[config.mk]
export PLATFORM = sky130hd
export DESIGN_NAME = fp_id_operand_unit
export DESIGN_NICKNAME = d
export VERILOG_FILES = /design/src/rtl/fp_id_operand_unit_pkg.sv /design/src/rtl/fp_id_operand_unit_regfile.sv /design/src/rtl/fp_id_operand_unit.sv
export SDC_FILE = /design/constraint.sdc
export NUM_CORES = 2
export LEC_CHECK = 0
export CAP_MARGIN = 20
export CORE_AREA = 2 2 382 384
export CTS_CLUSTER_SIZE = 12
export DETAILED_ROUTE_END_ITERATION = 12
export DIE_AREA = 0 0 384 386
export PLACE_DENSITY = 0.67
export REMOVE_ABC_BUFFERS = 1
export SYNTH_ARGS = -nofsm -noshare
export SYNTH_HDL_FRONTEND = slang
export SYNTH_SLANG_ARGS = --single-unit
[constraint.sdc]
create_clock -name clk -period 13.8 [get_ports clk]
set_input_delay 3.45 -clock clk [delete_from_list [all_inputs] [get_ports clk]]
set_output_delay 3.45 -clock clk [all_outputs]
set_load 0.05 [all_outputs]
[src/rtl/fp_id_operand_unit_pkg.sv]
// ---------------------------------------------------------------------------
// fp_id_operand_unit_pkg
// Shared definitions for the ID-stage FP operand unit:
//   - FP data width, register count and register index width
//   - forwarding select encodings reported on fwd_a / fwd_b
//   - fp_word / fp_regidx typedefs
//   - helper functions for the forwarding select and the E1/E2 RAW check
// ---------------------------------------------------------------------------
package fp_id_operand_unit_pkg;

  localparam int FP_WIDTH = 32;
  localparam int FP_NREG  = 32;
  localparam int FP_IDX_W = 5;

  // Forwarding source encodings
  localparam logic [1:0] FWD_RF = 2'd0;
  localparam logic [1:0] FWD_W  = 2'd1;
  localparam logic [1:0] FWD_E3 = 2'd2;

  typedef logic [FP_WIDTH-1:0] fp_word;
  typedef logic [FP_IDX_W-1:0] fp_regidx;

  // The E3 result is younger than the W result, so it wins when both target
  // the same register. An unused source always reads the register file.
  function automatic logic [1:0] fwd_select(
    input logic     use_src,
    input fp_regidx src,
    input logic     e3w,
    input fp_regidx e3n,
    input logic     ww,
    input fp_regidx wn
  );
    logic [1:0] sel;
    sel = FWD_RF;
    if (use_src) begin
      if (e3w && (e3n == src)) begin
        sel = FWD_E3;
      end else if (ww && (wn == src)) begin
        sel = FWD_W;
      end
    end
    return sel;
  endfunction

  // Results still in E1 or E2 cannot be forwarded yet; any match there is a
  // hazard regardless of older copies further down the pipe.
  function automatic logic raw_hazard(
    input logic     use_src,
    input fp_regidx src,
    input logic     e1w,
    input fp_regidx e1n,
    input logic     e2w,
    input fp_regidx e2n
  );
    return use_src && ((e1w && (e1n == src)) || (e2w && (e2n == src)));
  endfunction

endpackage

[src/rtl/fp_id_operand_unit_regfile.sv]
// ---------------------------------------------------------------------------
// fp_regfile
// NREG x WIDTH floating-point register file.
//   clk   : rising-edge clock
//   clrn  : asynchronous active-low clear of every register
//   we    : write enable (W stage)
//   wa/wd : write address / write data
//   ra/rb : combinational read addresses
//   qa/qb : combinational read data
// f0 is an ordinary register; nothing is hardwired to zero.
// ---------------------------------------------------------------------------
module fp_regfile #(
  parameter int WIDTH = 32,
  parameter int NREG  = 32,
  parameter int IDX_W = $clog2(NREG)
) (
  input  logic             clk,
  input  logic             clrn,
  input  logic             we,
  input  logic [IDX_W-1:0] wa,
  input  logic [WIDTH-1:0] wd,
  input  logic [IDX_W-1:0] ra,
  input  logic [IDX_W-1:0] rb,
  output logic [WIDTH-1:0] qa,
  output logic [WIDTH-1:0] qb
);

  logic [WIDTH-1:0] regs [NREG];

  // Single write port. A write held across several cycles while the FPU is
  // frozen simply rewrites the same value.
  always_ff @(posedge clk or negedge clrn) begin
    if (!clrn) begin
      for (int i = 0; i < NREG; i++) begin
        regs[i] <= '0;
      end
    end else if (we) begin
      regs[wa] <= wd;
    end
  end

  assign qa = regs[ra];
  assign qb = regs[rb];

endmodule

[src/rtl/fp_id_operand_unit.sv]
// ---------------------------------------------------------------------------
// fp_id_operand_unit
// ID-stage consumer of the pipelined FPU status buses. Holds the FP register
// file (written from the W stage), forwards operands to the FPU a/b inputs
// and raises the FP interlock stall.
//   clk, clrn              : clock / asynchronous active-low reset
//   fs, ft, use_fs, use_ft : sources of the instruction in ID
//   e1n/e1w, e2n/e2w       : destinations in E1/E2 (not yet forwardable)
//   e3n/e3w, ed            : destination and result in E3
//   wn/ww, wd              : W-stage write port
//   st_ds                  : divide/sqrt busy from the FPU
//   fa, fb                 : forwarded operands
//   fwd_a, fwd_b           : source used (0=regfile, 1=W, 2=E3)
//   stall_fp               : hold ID/IF and send a bubble to the FPU
// All outputs are combinational; the only state is the register file.
// ---------------------------------------------------------------------------
module fp_id_operand_unit
  import fp_id_operand_unit_pkg::*;
#(
  parameter int WIDTH = FP_WIDTH,
  parameter int NREG  = FP_NREG
) (
  input  logic             clk,
  input  logic             clrn,
  input  logic [4:0]       fs,
  input  logic [4:0]       ft,
  input  logic             use_fs,
  input  logic             use_ft,
  input  logic [4:0]       e1n,
  input  logic [4:0]       e2n,
  input  logic [4:0]       e3n,
  input  logic             e1w,
  input  logic             e2w,
  input  logic             e3w,
  input  logic [WIDTH-1:0] ed,
  input  logic [4:0]       wn,
  input  logic             ww,
  input  logic [WIDTH-1:0] wd,
  input  logic             st_ds,
  output logic [WIDTH-1:0] fa,
  output logic [WIDTH-1:0] fb,
  output logic [1:0]       fwd_a,
  output logic [1:0]       fwd_b,
  output logic             stall_fp
);

  logic [WIDTH-1:0] rf_a;
  logic [WIDTH-1:0] rf_b;
  logic             raw_a;
  logic             raw_b;

  // The write is deliberately not gated by stall_fp: the W stage retires
  // independently of whatever is held in ID.
  fp_regfile #(
    .WIDTH (WIDTH),
    .NREG  (NREG),
    .IDX_W (FP_IDX_W)
  ) u_regfile (
    .clk  (clk),
    .clrn (clrn),
    .we   (ww),
    .wa   (wn),
    .wd   (wd),
    .ra   (fs),
    .rb   (ft),
    .qa   (rf_a),
    .qb   (rf_b)
  );

  // Operand a: W-stage forwarding doubles as same-cycle write-through.
  always_comb begin
    fwd_a = fwd_select(use_fs, fs, e3w, e3n, ww, wn);
    case (fwd_a)
      FWD_E3:  fa = ed;
      FWD_W:   fa = wd;
      default: fa = rf_a;
    endcase
  end

  // Operand b: same structure as operand a.
  always_comb begin
    fwd_b = fwd_select(use_ft, ft, e3w, e3n, ww, wn);
    case (fwd_b)
      FWD_E3:  fb = ed;
      FWD_W:   fb = wd;
      default: fb = rf_b;
    endcase
  end

  assign raw_a    = raw_hazard(use_fs, fs, e1w, e1n, e2w, e2n);
  assign raw_b    = raw_hazard(use_ft, ft, e1w, e1n, e2w, e2n);
  assign stall_fp = raw_a | raw_b | st_ds;

endmodule

# Word-level counts from Yosys, hierarchy flattened
# Index checks and enable logic that the tools add are counted.
# Widths: inputs -> output; s select.
[classes]
n_bitwise = 5
order_cmp = 4
n_eq_ne = 12
muxes = 17
reduce_logical = 13
[op_table]
columns = ["operator", "n"]
rows = [
  ["$bwmux 1024", 1],
  ["$bmux 32 s5", 2],
  ["$demux 32 s5", 1],
  ["$mux 32", 5],
  ["$pmux 32 s2", 2],
  ["$eq 5x5->1", 8],
  ["$ge 6x6->1 const B", 3],
  ["$not 5->6", 3],
  ["$logic_and 1x1->1", 11],
  ["$mux 2", 4],
  ["$lt 6x1->1 const B", 1],
  ["$eq 2x1->1 const B", 2],
  ["$eq 2x2->1 const B", 2],
  ["$logic_or 1x1->1", 2],
  ["$mux 1", 2],
  ["$or 1x1->1", 2],
]
[word_totals]
in_bits = 103
elab_cells = 83
regBits = 1024
out_inout_bits = 69

# Longest topological paths before layout
[logic_depth]
depth_word = 7
ltp_mapped = 14
depth_no_buf = 8

# Cells and area by module
# Synthesis repeated with hierarchy kept, for this count alone.
[hier_totals]
cells_unflattened = 4894
area_unflattened_um2 = 57953.1
[by_module_without_submodules]
columns = ["mod", "seq_area_each_um2", "cells_per_inst", "instances", "area_per_inst_um2"]
rows = [
  ["fp_regfile", 25624.6, 4605, 1, 56245.2],
  ["fp_id_operand_unit", 0.0, 289, 1, 1707.9],
]

# Worst setup path before layout
# Ideal clock, no wire load.
[synth_timing]
kind = "input-to-output"
start = "input ft[1]"
end = "output fb[1]"
path_slack_ns = 2.157
t_required_ns = 10.350
stages = 12
n_path_buf = 5
t_arrival_ns = 8.193
path_cell_list = "buf_4 > buf_2 > buf_2 > xnor2_1 > nand4_1 > nor4_1 > ha_1 > clkbuf_1 > nand2b_1 > clkbuf_1 > a31oi_1 > a211oi_1"
[synth_between]
elab_chain_cells = 7
word_cells_on_any_way = 14
cone_classes = "4 x eq/ne; 7 x mux; 1 x bitwise; 2 x reduce/logical"
[synth_lines]
columns = ["element", "line_no", "source"]
rows = [
  ["start: declaration", "fp_id_operand_unit.sv:26", "input logic [4:0] ft,"],
  ["$eq 5x5->1", "fp_id_operand_unit_pkg.sv:38", "end else if (ww && (wn == src)) begin"],
  ["$logic_and 1x1->1", "fp_id_operand_unit_pkg.sv:38", ""],
  ["$mux 1", "fp_id_operand_unit_pkg.sv:38", ""],
  ["$mux 2 (*)", "fp_id_operand_unit_pkg.sv:36", "if (e3w && (e3n == src)) begin"],
  ["$mux 2 (*)", "fp_id_operand_unit_pkg.sv:35", "if (use_src) begin"],
  ["net fwd_b[0]", "fp_id_operand_unit.sv:43", "output logic [1:0] fwd_b,"],
  ["$eq 2x1->1 or $eq 2x2->1 (tied branches)", "fp_id_operand_unit.sv:83", "case (fwd_b)"],
  ["$pmux 32 s2 (*)", "fp_id_operand_unit.sv:83", ""],
  ["end: declaration", "fp_id_operand_unit.sv:41", "output logic [WIDTH-1:0] fb,"],
]
# The timed path passes the listed nets; every way through them passes the cells marked *. The select of a mux whose other input is x is not followed.

# Worst setup path after layout
[layout_timing]
start = "input fs[3]"
end = "output fa[3]"
[layout_between]
elab_chain_cells = 7
word_cells_on_any_way = 14
cone_classes = "4 x eq/ne; 7 x mux; 1 x bitwise; 2 x reduce/logical"
[layout_lines]
columns = ["element", "line_no", "source"]
rows = [
  ["start: declaration", "fp_id_operand_unit.sv:25", "input logic [4:0] fs,"],
  ["$eq 5x5->1", "fp_id_operand_unit_pkg.sv:38", ""],
  ["$logic_and 1x1->1", "fp_id_operand_unit_pkg.sv:38", ""],
  ["$mux 1", "fp_id_operand_unit_pkg.sv:38", ""],
  ["$mux 2", "fp_id_operand_unit_pkg.sv:36", ""],
  ["$mux 2", "fp_id_operand_unit_pkg.sv:35", ""],
  ["$eq 2x1->1 or $eq 2x2->1 (tied branches)", "fp_id_operand_unit.sv:73", "case (fwd_a)"],
  ["$pmux 32 s2 (*)", "fp_id_operand_unit.sv:73", ""],
  ["end: declaration", "fp_id_operand_unit.sv:40", "output logic [WIDTH-1:0] fa,"],
]
# Mark *: on every way between the ends. The rest lies on a longest branch, timed or not. The select of a mux whose other input is x is not followed.

==> results by group <==
Clock tree
  • Clock-pin slew on the worst setup and hold paths: 60 ps
  • Max clock buf depth: 3
  • Clk sinks: 1,024
  • CTS root buf: clkbuf_16
  • Hold_buf cts: 0
  • Insertion delay of the later-clocked pin in the worst-skew pair: roughly 700 ps
  • CTS tree: built
  • H-tree depth: 3
  • Post-CTS resize count: 0
  • CTS Buf Count: 112
  • Total setup buffers inserted after CTS: 0

Logic synthesis
  • Synth unique cells: between 40 and 50
  • Main area contributors after synthesis: dfrtp_1, mux2_2, mux4_2
  • Yosys Warn Count: 0
  • Avg Inst Size Synth: 14.0 sq um
  • Share of the synthesized area in the top cell type: 0.446
  • Primary FF master, synth: dfrtp_1
  • Dominant cell type by area after synthesis: dfrtp_1
  • Mapped cell area: between 50,000 and 60,000 sq um
  • Commonest cells post-synth: dfrtp_1, mux2_2, mux2i_1, mux4_2, clkbuf_1
  • Ys async rst share: 1.00
  • Most common cell in the netlist: dfrtp_1
  • Synth Register Bits: 1,024
  • Sequential element share of the synthesized area: 0.446
  • EDFF count, synth: 0
  • Cell count after synthesis: approximately 4,000

Critical path
  • CP Max Fanout: 20
  • WS Path Type: in -> out
  • Worst setup EP type: output pin
  • WP data required: 10,350 ps
  • Worst EP arrival: roughly 8400 ps
  • R2r worst-path depth: 1
  • Critical Path Start Type: primary input

Global route
  • Vias in the first global route: 39,200
  • Congestion Overflow GR: 0
  • Pin count of the biggest net entering global routing: between 150 and 200
  • Global-route wire length before repair: between 200 and 300 mm
  • Initial antenna violation count: 4
  • GRT Total Usage: 0.247

STA
  • Hold slack: between 500 and 600 ps
  • Worst Tran Pin Value: approximately 1100 ps
  • Clk_skew: 0 ps
  • Fin crit period: 11,890 ps
  • Fin crit share: 0.862
  • TNS Setup: 0 ps
  • Fin. max-slew vios: 0
  • Final setup viols: 0
  • Relative slew slack: 0.288
  • RSZ-0062 raised after global routing: no
  • Fmax: around 0.084 GHz
  • Final WS setup: approximately 1900 ps
  • Hold Vio Cnt, Final: 0

Cells and area
  • Layout Nets: ~4,200
  • Largest reg by FF count: u_regfile.regs
  • Layout cell share with drive strength beyond 1: 0.414
  • Design area: 64,300 sq um
  • Max FFs per register: approximately 1,000
  • Biggest regs: u_regfile.regs x1024
  • Post-Route Utilization: 0.445
  • Antenna diode count: 0
  • Area growth syn-to-layout: 12.0%
  • Final Non-Filler Cells: between 6,000 and 7,000

Flow run
  • Maxcap violations: 0

Routing
  • Final WL: 185 mm
  • Wire length per cell: about 30 um
  • Via count: between 30,000 and 40,000
  • Number of nets with antenna violations after routing: 0
  • Vias/cell: ~6.4
  • Iter 0 DRT Violations: between 3,000 and 4,000
  • Detailed Routing Iterations Pass 1: 6
  • DRC errors left: 0

Power
  • PwrDens: about 140 nW/um^2
  • Maximum VDD drop: 0.111 mV
  • Tot Pwr: 9.13 mW
  • P_leak: about 28 nW

Hold path
  • Worst Hold Class: reg -> reg
  • Hold path cells: 1

Placement
  • DP Wirelength: 103 mm
  • Placement Cell Area: 60,300 sq um
  • DP Worst Slack: between 2000 and 2500 ps
  • I/O Buffers: ~170
  • Placed cells: approximately 5,900
  • Routability Congestion: 0.817

Floorplan
  • Die ar.: approximately 150,000 sq um
  • Die Wd: ~380 um
  • Die Ht: ~390 um
  • Initial core utilization: 0.397
  • Core ar.: around 140,000 sq um
  • # rows: 140
  • I/O pins: about 170

Status
  • Status: finished clean
## layer usage
metal | global-route usage | share of wire | vias up
met3 | 0.0530 | 0.084 | 394
li1 | - | - | 15700
met5 | 0 | 0.00012 | -
met4 | 0.0932 | 0.037 | 4
met2 | 0.377 | 0.45 | 1761
met1 | 0.344 | 0.43 | 20800
## path summary, 6_finish.rpt
| kind | endpoint | slack, ps | from |
|---|---|---|---|
| min in group asynchronous | u_regfile.regs[873] | 2760 | clrn |
| max in group asynchronous | u_regfile.regs[522] | 8270 | clrn |
| max reg2reg | u_regfile.regs[584] | 12960 | u_regfile.regs[584] |
| min | u_regfile.regs[616] | 510 | u_regfile.regs[616] |
| min reg2reg | u_regfile.regs[616] | 510 | u_regfile.regs[616] |
| max | fa[3] | 1910 | fs[3] |
## area by class of cell
class / instances / area (sq um)
Timing Repair Buffer: 299 / 2950
Clock buffer: 167 / 3310
Fill cell: 12800 / 80200
Tap cell: 1917 / 2400
Multi-Input combinational cell: 2632 / 29600
Clock inverter: 35 / 437
Sequential cell: 1024 / 25600
## critical path, stage by stage
cell             delay (ps)
clkdlybuf4s50_1         600
xor2_1                  250
nor4_1                  290
and3_1                  270
nor4_1                   90
ha_2                    710
and2_2                  970
buf_4                   480
o2111ai_1               310
o211a_1                 270
clkdlybuf4s50_1         710
## where the power goes
group          leakage (nW)  internal, mW  switching, mW
logic                  13.1          1.11          0.908
clock network          1.86          1.80           1.28
registers              13.1          3.59          0.432
total                  28.0          6.51           2.62
## cell usage in the layout, fill, tap and decap left out, types with 16 or more instances in the layout
cell type / Yosys / layout
o2111a_1: 26 / 26
mux2_2: 1017 / 1017
clkdlybuf4s50_1: 0 / 162
mux2i_1: 486 / 486
a21oi_1: 26 / 26
clkbuf_1: 176 / 27
a22oi_1: 64 / 64
a221o_1: 39 / 39
o2111ai_1: 38 / 38
o211a_1: 38 / 38
buf_4: 70 / 111
nand2_1: 153 / 137
clkbuf_16: 0 / 117
o22a_1: 64 / 64
a31oi_1: 26 / 26
clkbuf_8: 0 / 28
dfrtp_1: 1024 / 1024
nor2_1: 49 / 39
nand2_2: 0 / 16
a211oi_2: 22 / 22
nand3_1: 66 / 66
clkinv_2: 0 / 20
mux2_1: 33 / 33
nor2_4: 0 / 18
xnor2_1: 30 / 30
a221oi_1: 26 / 26
a41o_1: 38 / 38
mux4_2: 320 / 320
## kinds of logic after synthesis
kind of cell,Yosys count,share of synthesized area
compound gates,413,0.0637
xor+xnor,40,0.00610
fa+ha+maj,4,0.000872
buf+inv,448,0.0420
flops,1024,0.446
mux,1856,0.416
simple gates,319,0.0250
Power figures use the tool's default switching activity.
